$ cat src/rtl/instr_fetch_unit.sv
// -----------------------------------------------------------------------------
// instr_fetch_unit
//
// Instruction fetch stage. Owns the program counter, issues word reads to the
// instruction memory over a request/response handshake, and holds one fetched
// instruction in an output register that the decode stage drains with a
// valid/ready handshake. Branch/jump redirects resolved downstream reload the
// PC and squash whatever fetch is in flight.
//
// Ports
//   clk            clock, all state changes on the rising edge
//   reset          synchronous, active-high reset
//   imem_req       read request valid this cycle (combinational)
//   imem_addr      word address of the request, always equal to the PC
//   imem_ready     memory accepts the request this cycle
//   imem_rvalid    response data valid
//   imem_rdata     response instruction word
//   redirect_valid taken branch/jump, refetch from redirect_pc
//   redirect_pc    redirect target word address
//   if_valid       if_instr / if_pc hold a valid instruction
//   if_instr       fetched instruction
//   if_pc          word address of if_instr
//   if_pc_next     if_pc + 1 (wraps), feeds the branch adder
//   id_ready       decode consumes if_* when if_valid && id_ready
// -----------------------------------------------------------------------------
module instr_fetch_unit #(
    parameter int                ADDR_W   = 5,
    parameter int                DATA_W   = 32,
    parameter logic [ADDR_W-1:0] RESET_PC = '0
) (
    input  logic              clk,
    input  logic              reset,
    output logic              imem_req,
    output logic [ADDR_W-1:0] imem_addr,
    input  logic              imem_ready,
    input  logic              imem_rvalid,
    input  logic [DATA_W-1:0] imem_rdata,
    input  logic              redirect_valid,
    input  logic [ADDR_W-1:0] redirect_pc,
    output logic              if_valid,
    output logic [DATA_W-1:0] if_instr,
    output logic [ADDR_W-1:0] if_pc,
    output logic [ADDR_W-1:0] if_pc_next,
    input  logic              id_ready
);

    // ST_REQ : want to issue a request at pc_reg
    // ST_WAIT: exactly one request outstanding
    typedef enum logic {
        ST_REQ  = 1'b0,
        ST_WAIT = 1'b1
    } state_t;

    state_t            state_reg;
    logic [ADDR_W-1:0] pc_reg;
    logic [ADDR_W-1:0] fetch_pc_reg;   // address of the request in flight
    logic              squash_reg;     // in-flight response must be dropped
    logic              if_valid_reg;
    logic [DATA_W-1:0] if_instr_reg;
    logic [ADDR_W-1:0] if_pc_reg;

    logic slot_free;
    logic accept;
    logic resp;
    logic load;

    // A request only issues when the output slot is (or is about to become)
    // empty, so a live response always has somewhere to land and no
    // overflow/skid path is needed.
    assign slot_free = !if_valid_reg || id_ready;

    // Gated by reset so no request escapes while the PC is being reloaded.
    assign imem_req  = !reset && (state_reg == ST_REQ) && slot_free;
    assign imem_addr = pc_reg;

    assign accept = imem_req && imem_ready;
    // rvalid is only meaningful while a request is outstanding.
    assign resp   = (state_reg == ST_WAIT) && imem_rvalid;
    // A response is loaded only if it belongs to the current instruction
    // stream: not squashed by an earlier redirect and not killed by a
    // redirect arriving in the same cycle.
    assign load   = resp && !squash_reg && !redirect_valid;

    always_ff @(posedge clk) begin
        if (reset) begin
            state_reg    <= ST_REQ;
            pc_reg       <= RESET_PC;
            fetch_pc_reg <= '0;
            squash_reg   <= 1'b0;
            if_valid_reg <= 1'b0;
            if_instr_reg <= '0;
            if_pc_reg    <= '0;
        end else if (redirect_valid) begin
            // Redirect wins over everything: reload the PC and throw away the
            // instruction currently offered, even if decode takes it now.
            pc_reg       <= redirect_pc;
            if_valid_reg <= 1'b0;
            case (state_reg)
                ST_REQ: begin
                    if (accept) begin
                        // The request just accepted fetches the old path; its
                        // response must be dropped when it comes back.
                        state_reg    <= ST_WAIT;
                        fetch_pc_reg <= pc_reg;
                        squash_reg   <= 1'b1;
                    end
                end
                ST_WAIT: begin
                    if (imem_rvalid) begin
                        // Stale response is arriving right now; just drop it.
                        state_reg  <= ST_REQ;
                        squash_reg <= 1'b0;
                    end else begin
                        squash_reg <= 1'b1;
                    end
                end
                default: state_reg <= ST_REQ;
            endcase
        end else begin
            case (state_reg)
                ST_REQ: begin
                    if (accept) begin
                        state_reg    <= ST_WAIT;
                        fetch_pc_reg <= pc_reg;
                        pc_reg       <= pc_reg + ADDR_W'(1);
                    end
                end
                ST_WAIT: begin
                    if (imem_rvalid) begin
                        state_reg  <= ST_REQ;
                        squash_reg <= 1'b0;
                    end
                end
                default: state_reg <= ST_REQ;
            endcase

            if (load) begin
                if_valid_reg <= 1'b1;
                if_instr_reg <= imem_rdata;
                if_pc_reg    <= fetch_pc_reg;
            end else if (if_valid_reg && id_ready) begin
                if_valid_reg <= 1'b0;
            end
        end
    end

    assign if_valid   = if_valid_reg;
    assign if_instr   = if_instr_reg;
    assign if_pc      = if_pc_reg;
    assign if_pc_next = if_pc_reg + ADDR_W'(1);

endmodule
$ cat config.mk
export PLATFORM = sky130hd
export DESIGN_NAME = instr_fetch_unit
export DESIGN_NICKNAME = d
export VERILOG_FILES = /design/src/rtl/instr_fetch_unit.sv
export SDC_FILE = /design/constraint.sdc
export NUM_CORES = 1
export LEC_CHECK = 0
export ABC_AREA = 1
export CORE_ASPECT_RATIO = 1.2
export CORE_MARGIN = 2
export CORE_UTILIZATION = 41
export DETAILED_ROUTE_END_ITERATION = 6
export PLACE_DENSITY = 0.84
export SLEW_MARGIN = 0
export SYNTH_ARGS = -nofsm -noshare
export SYNTH_HDL_FRONTEND = slang
export SYNTH_SLANG_ARGS = --single-unit
$ cat constraint.sdc
create_clock -name clk -period 1.5 [get_ports clk]
set_input_delay 0.3 -clock clk [delete_from_list [all_inputs] [get_ports clk]]
set_output_delay 0.3 -clock clk [all_outputs]
set_load 0.05 [all_outputs]
==> results.json, run 1 <==
{
  "status": "complete, but fails checks",
  "violations": "setup timing",
  "ys_seq_area_share_pct": 50.16,
  "power.leakage_nw": 1.611,
  "cp_cell_sequence": "ha_4 -> nand3_4 -> xnor2_4 -> buf_12",
  "whs_endpoint": "if_pc[2]$_SDFFE_PP0P_",
  "vias": 2053,
  "drv_cap": 0,
  "tritoncts": "done",
  "fill_cells": 285,
  "rows": 27,
  "cp.required_ns": 1.20,
  "die_area_um2": 5444,
  "ys_types": 24,
  "slowest_stage": "dfxtp_4",
  "crit_fanout": 2,
  "numCtsBuffers": 5,
  "crit_arrival_ns": 1.26,
  "path_buf_inv": 1,
  "wl_um": 5513,
  "grt_max_degree": 46,
  "grt_pass1_wl_um": 9149,
  "setup_tns_ns": -0.1220,
  "antenna_found_initial": 0,
  "ys.flop_type": "dfxtp_1",
  "dieWidth_um": 67.69,
  "syn_inst": 256,
  "grt-ovfl-total": 0,
  "finalMaxSlewViolations": 0,
  "async_flop_share_pct": 0,
  "reg2reg_depth": 7,
  "clk_pin_slew_ns": 0.09,
  "htreeDepth": 2,
  "path_class": "flop to output port",
  "drc": 0,
  "initial_core_util_pct": 43.12,
  "fp.dieH_um": 80.43,
  "wl_met3_um": 347,
  "top_layer": "met4",
  "post-route-util_pct": 79.94,
  "pre_cts_ws_ns": -0.1924,
  "design_power_total_w": 0.002961,
  "slowest_delay_ns": 0.38,
  "io_buffers": 91,
  "globalplace.congestion": 0.7913,
  "r2r_start": "if_valid$_SDFFE_PP0P_",
  "yosysWarningCount": 0,
  "post_drt_wl_per_cell_um": 13.22,
  "met1_length_um": 2112,
  "clk_path_buf_depth": 2,
  "ir_worst_vdd_mv": 0.8531,
  "hold_class": "flop to flop",
  "multiInputGateArea_um2": 893.4,
  "yosysTopAreaCell": "dfxtp_1",
  "dpl.hpwl_um": 4029,
  "final_cell_area_um2": 3700,
  "seqCellArea_um2": 1008,
  "ys_top_cells_by_area": "dfxtp_1 (50%), nor2_1 (13%), o21ai_0 (10%)",
  "grt_pass1_vias": 1998,
  "grt_usage_pct": 22.17,
  "synth_area_um2": 1996,
  "fmax_mhz": 639.2,
  "ff2ff_setup_slack_ns": 0.23,
  "avgSynthCellArea_um2": 7.796,
  "clock_latency_ns": 0.30,
  "timing.hold.worst_path_depth": 2,
  "diodes": 0,
  "synth_top_cells_by_count": "nor2_1 (69), dfxtp_1 (50), o21ai_0 (41), nand2_1 (25), inv_1 (15)",
  "postRouteAntennaNets": 0,
  "layout_worst_path_cycle_share_pct": 104.3,
  "cts.sinks": 50,
  "synth_fp_nets": 301,
  "drtIter0Drc": 98,
  "area_delta_synth_final_pct": 85.39,
  "io_pins": 92,
  "critPathLaunchType": "flop",
  "end_kind": "output port",
  "ys_ff_latch": 50,
  "setup_slack_ns": -0.06449,
  "dpl_cell_area_um2": 3551,
  "first_pass_iters": 4,
  "synth_edf_count": 0,
  "worst_pin_slew_ns": 0.3983,
  "fp.coreArea_um2": 4628,
  "synth_top_area_share_pct": 50.16,
  "max_slew_margin_pct": 73.44,
  "finalHoldViolCount": 0,
  "power_density_nw_per_um2": 800.3,
  "route.met2.wl_um": 2984,
  "nets": 403,
  "grt_setup_unrepaired": "yes",
  "cts_root_buffer": "clkbuf_8",
  "min_period_ns": 1.564,
  "r2r_end": "imem_addr[2]$_SDFFE_PP0P_",
  "drive_above_1_share_pct": 26.18,
  "crit_family": "flip-flops",
  "fin_skew_ns": 0.008451,
  "largest_reg_flops": 32,
  "min_from": "fetch_pc_reg[2]$_SDFFE_PP0P_",
  "yosysMostFrequentCell": "nor2_1",
  "setup_viol": 2,
  "avgViaCountPerCell": 4.923
}
## cells by family (layout without fill, tap and decap cells)
logic type | Yosys count | in the layout | share of synthesized area [%]
adders and majority gates | 2 | 2 | 1.254
and+or+nand+nor | 108 | 108 | 22.38
DFF | 50 | 50 | 50.16
buffers and inverters | 32 | 135 | 9.091
xor gates and xnor gates | 4 | 4 | 1.756
AOI/OAI and AO/OA | 60 | 60 | 15.36
## worst max path at each step
stage	from	end	slack, ns	cells past startpoint
2_1_floorplan	if_pc[0]$_SDFFE_PP0P_	if_pc_next[4]	-0.13	3
3_3_place_gp	reset	imem_addr[2]$_SDFFE_PP0P_	-0.1	7
3_5_place_dp	reset	imem_addr[3]$_SDFFE_PP0P_	-0.19	8
4_1_cts	if_pc[1]$_SDFFE_PP0P_	if_pc_next[4]	-0.09	4
5_1_grt	if_pc[0]$_SDFFE_PP0P_	if_pc_next[4]	-0.12	4
6_report	if_pc[0]$_SDFFE_PP0P_	if_pc_next[4]	-0.06	4
## worst reg2reg max path: cells and delay by family (launching register included)
| family | cells | cell delay, ns |
|---|---|---|
| buffers and inverters | 2 | 0.23 |
| AND/OR/NAND/NOR | 4 | 0.45 |
| AO/OA/AOI/OAI | 1 | 0.14 |
| flip-flops | 1 | 0.40 |
## timing repair
item | CTS | global route
endpoints found under the setup margin | 4 | 3
hold buffers | 0 | 0
resized for setup | 8 | 1
pin swaps | 5 | 2
setup buffers | 1 | 0
hold endpoints to repair | 0 | 0
## power by group
| group | switching (W) | total, W | internal [W] |
|---|---|---|---|
| combinational | 0.000291 | 0.000601 | 0.000310 |
| clock | 0.000448 | 0.000939 | 0.000491 |
| sequential | 0.0000482 | 0.00142 | 0.00137 |
| total | 0.000787 | 0.00296 | 0.00217 |
## metal layers
metal / up-vias / track usage, %
met3: 9 / 6.863
met4: 0 / 6.531
met5: - / 0
li1: 1025 / -
met2: 63 / 39.90
met1: 956 / 24.32
## cells in the final DEF, fill, tap and decap left out, types with 2 or more instances in the layout
cell             instances
clkdlybuf4s50_1         40
o21ai_0                 41
clkinv_2                 2
xnor2_4                  2
nand3_1                  7
dfxtp_1                 46
clkbuf_8                 5
buf_12                  50
nand3_2                  2
nand4_1                  2
inv_1                   15
dfxtp_2                  3
nand2_2                  2
nand2_1                 24
a21oi_1                 14
nor2_1                  68
o21ai_1                  3
dlygate4sd2_1            2
inv_2                    2
buf_4                   17
## per-stage QoR
| stage | std cells | hold slack (ns) |
|---|---|---|
| after floorplan | 256 | 0.3691 |
| after global placement | 408 | 0.4339 |
| after detailed placement | 408 | 0.4436 |
| after CTS | 417 | 0.4582 |
| after global routing | 417 | 0.4909 |
| final | 417 | 0.4524 |
## cell type report
type	instances	share of cell area, %
timing repair buffer	109	41.80
sequential	50	27.26
multi-input combinational	174	24.15
tap	58	1.961
inverter	18	1.894
clock buffer	5	1.860
clock inverter	3	1.082
(Power assumes the default switching activity.)
==> run 2, diff against run 1 <==
--- a/config.mk
+++ b/config.mk
@@ -10,6 +10,7 @@
 export CORE_MARGIN = 2
 export CORE_UTILIZATION = 41
 export DETAILED_ROUTE_END_ITERATION = 6
+export GPL_TIMING_DRIVEN = 1
 export PLACE_DENSITY = 0.84
 export SLEW_MARGIN = 0
 export SYNTH_ARGS = -nofsm -noshare
==> results of run 2 <==
The final DEF is identical to that of run 1; final timing and power are the same.
==> RTL change, RTL diff (config.mk and constraints of run 2) <==
The parameter `DATA_W` goes from 32 to 64.
--- a/src/rtl/instr_fetch_unit.sv
+++ b/src/rtl/instr_fetch_unit.sv
@@ -27,3 +27,3 @@
     parameter int                ADDR_W   = 5,
-    parameter int                DATA_W   = 32,
+    parameter int                DATA_W   = 64,
     parameter logic [ADDR_W-1:0] RESET_PC = '0
Ports: changed (resized if_instr and imem_rdata); port bits go from 92 to 156. The function was not compared with the original's and may differ.
==> RTL change against run 2 <==
  * The flow still finishes with violations (setup timing)
  * Clock power up 79%
  * Synthesized cell count up 55%
  * Count of clock-buffer cells in the layout up 5
  * Total power up 66%
  * Area after synthesis up 57%
  * Die area up 54%
  * Wire length up 78%
  * Design area up 61%
  * Fmax down 2.6%
  * Combinational power up 54%
  * Sequential cell count up 32
  * Worst hold slack worse by 0.031 ns
  * Setup slack worse by 0.042 ns
  * Critical endpoint is now if_pc_next[2]
  * Largest cell class unchanged
==> RTL change: results <==
[pwr]
leakagePower_nw = 2.56
ir_drop_uv = 669

[clocking]
htreeDepth = 3
clock-sinks = 82
clk_latency_ns = 0.34
cts_buffers = 9

[drt]
post_drt_wl_per_cell_um = 14.9
dr.first_iter.drc_count = 124
met2_length_um = 5310
vias_per_cell = 4.94

[status]
status = finished, violations left
violations = setup timing

[final_layout]
nNonClkBuffers = 182
buf_share_pct = 43.9
inverters = 17
largest_register_ffs = 64
fill_cells = 425
clk_share_pct = 3.48
multi_input_cells = 272
nClkBuffers = 10
fin_nets = 641
multi_input_area_sq_mm = 0.00131

[placed_design]
hpwl_um = 7250
port_buffers = 155
gp_congestion = 0.774

[grt]
met2_usage_pct = 43.2
grt_use_met3_pct = 6.09
grt_util_met1_pct = 24.9
grt_pass1_vias = 3299

[logic_synthesis]
synth.net_count = 475
synth_area_leaders = dfxtp_1, nor2_1, o21ai_0
ys_seq_area_share_pct = 52.4

[timing]
setup_violations = 3
setup-tns-final_ns = -0.298
setup_slack_ns = -0.107
relSlewSlack_pct = 78.0

[hold_path]
holdCritPathClass = in2reg

[setup_path]
crit_arrival_ns = 1.31
crit_fanout = 4
## RTL change: cell types whose count changed after synthesis, moves of 2 or more
cell	delta
buf_6	+8
o21ai_0	+16
buf_2	+2
clkbuf_1	+3
o21ai_1	+16
dfxtp_1	+32
nor2_1	+67
## RTL change: what timing repair did
item                       in CTS  in global routing
gates resized for setup        11                  3
setup buffers                   2                  0
pin swaps                       2                  2
setup endpoints to repair       4                  8
## RTL change: critical path: stages, from the launching register on
cell	delay, ns
dfxtp_4	0.38
ha_4	0.16
buf_6	0.11
xor2_4	0.17
buf_12	0.15
## RTL change: where the power goes
group | switching (W) | internal, W
Combinational | 0.000434 | 0.000495
Sequential | 0.0000722 | 0.00224
Clock | 0.000755 | 0.000926
Total | 0.00126 | 0.00366
## RTL change: stage by stage
step / hold WS (ns) / worst slack [ns] / instance area (sq um) / utilization (%) / cells
6_report: 0.421 / -0.107 / 5970 / 81.6 / 658
5_1_grt: 0.405 / -0.166 / 5970 / 81.6 / 658
4_1_cts: 0.400 / -0.125 / 5960 / 81.5 / 658
3_5_place_dp: 0.444 / -0.247 / 5690 / 77.8 / 641
3_3_place_gp: 0.436 / -0.186 / 5690 / 77.8 / 641
2_1_floorplan: 0.420 / -0.0644 / 3200 / - / 398
## RTL change: kinds of logic (layout without fill, tap and decap cells)
group           count (synthesis)  in the layout  synth area share (%)
compound gates                 92             92                  14.8
xor+xnor                        4              4                  1.12
fa+ha+maj                       2              2                 0.798
buf+inv                        44            214                  9.06
flops                          82             82                  52.4
simple gates                  174            174                  21.9
## RTL change: final timing paths
path              startpoint       endpoint  slack [ns]  depth (start not counted)
min                    reset      state_reg        0.42                          3
max                 if_pc[1]  if_pc_next[2]       -0.11                          4
min reg2reg  fetch_pc_reg[1]       if_pc[1]        0.46                          2
max reg2reg        state_reg   if_instr[15]        0.17                          6
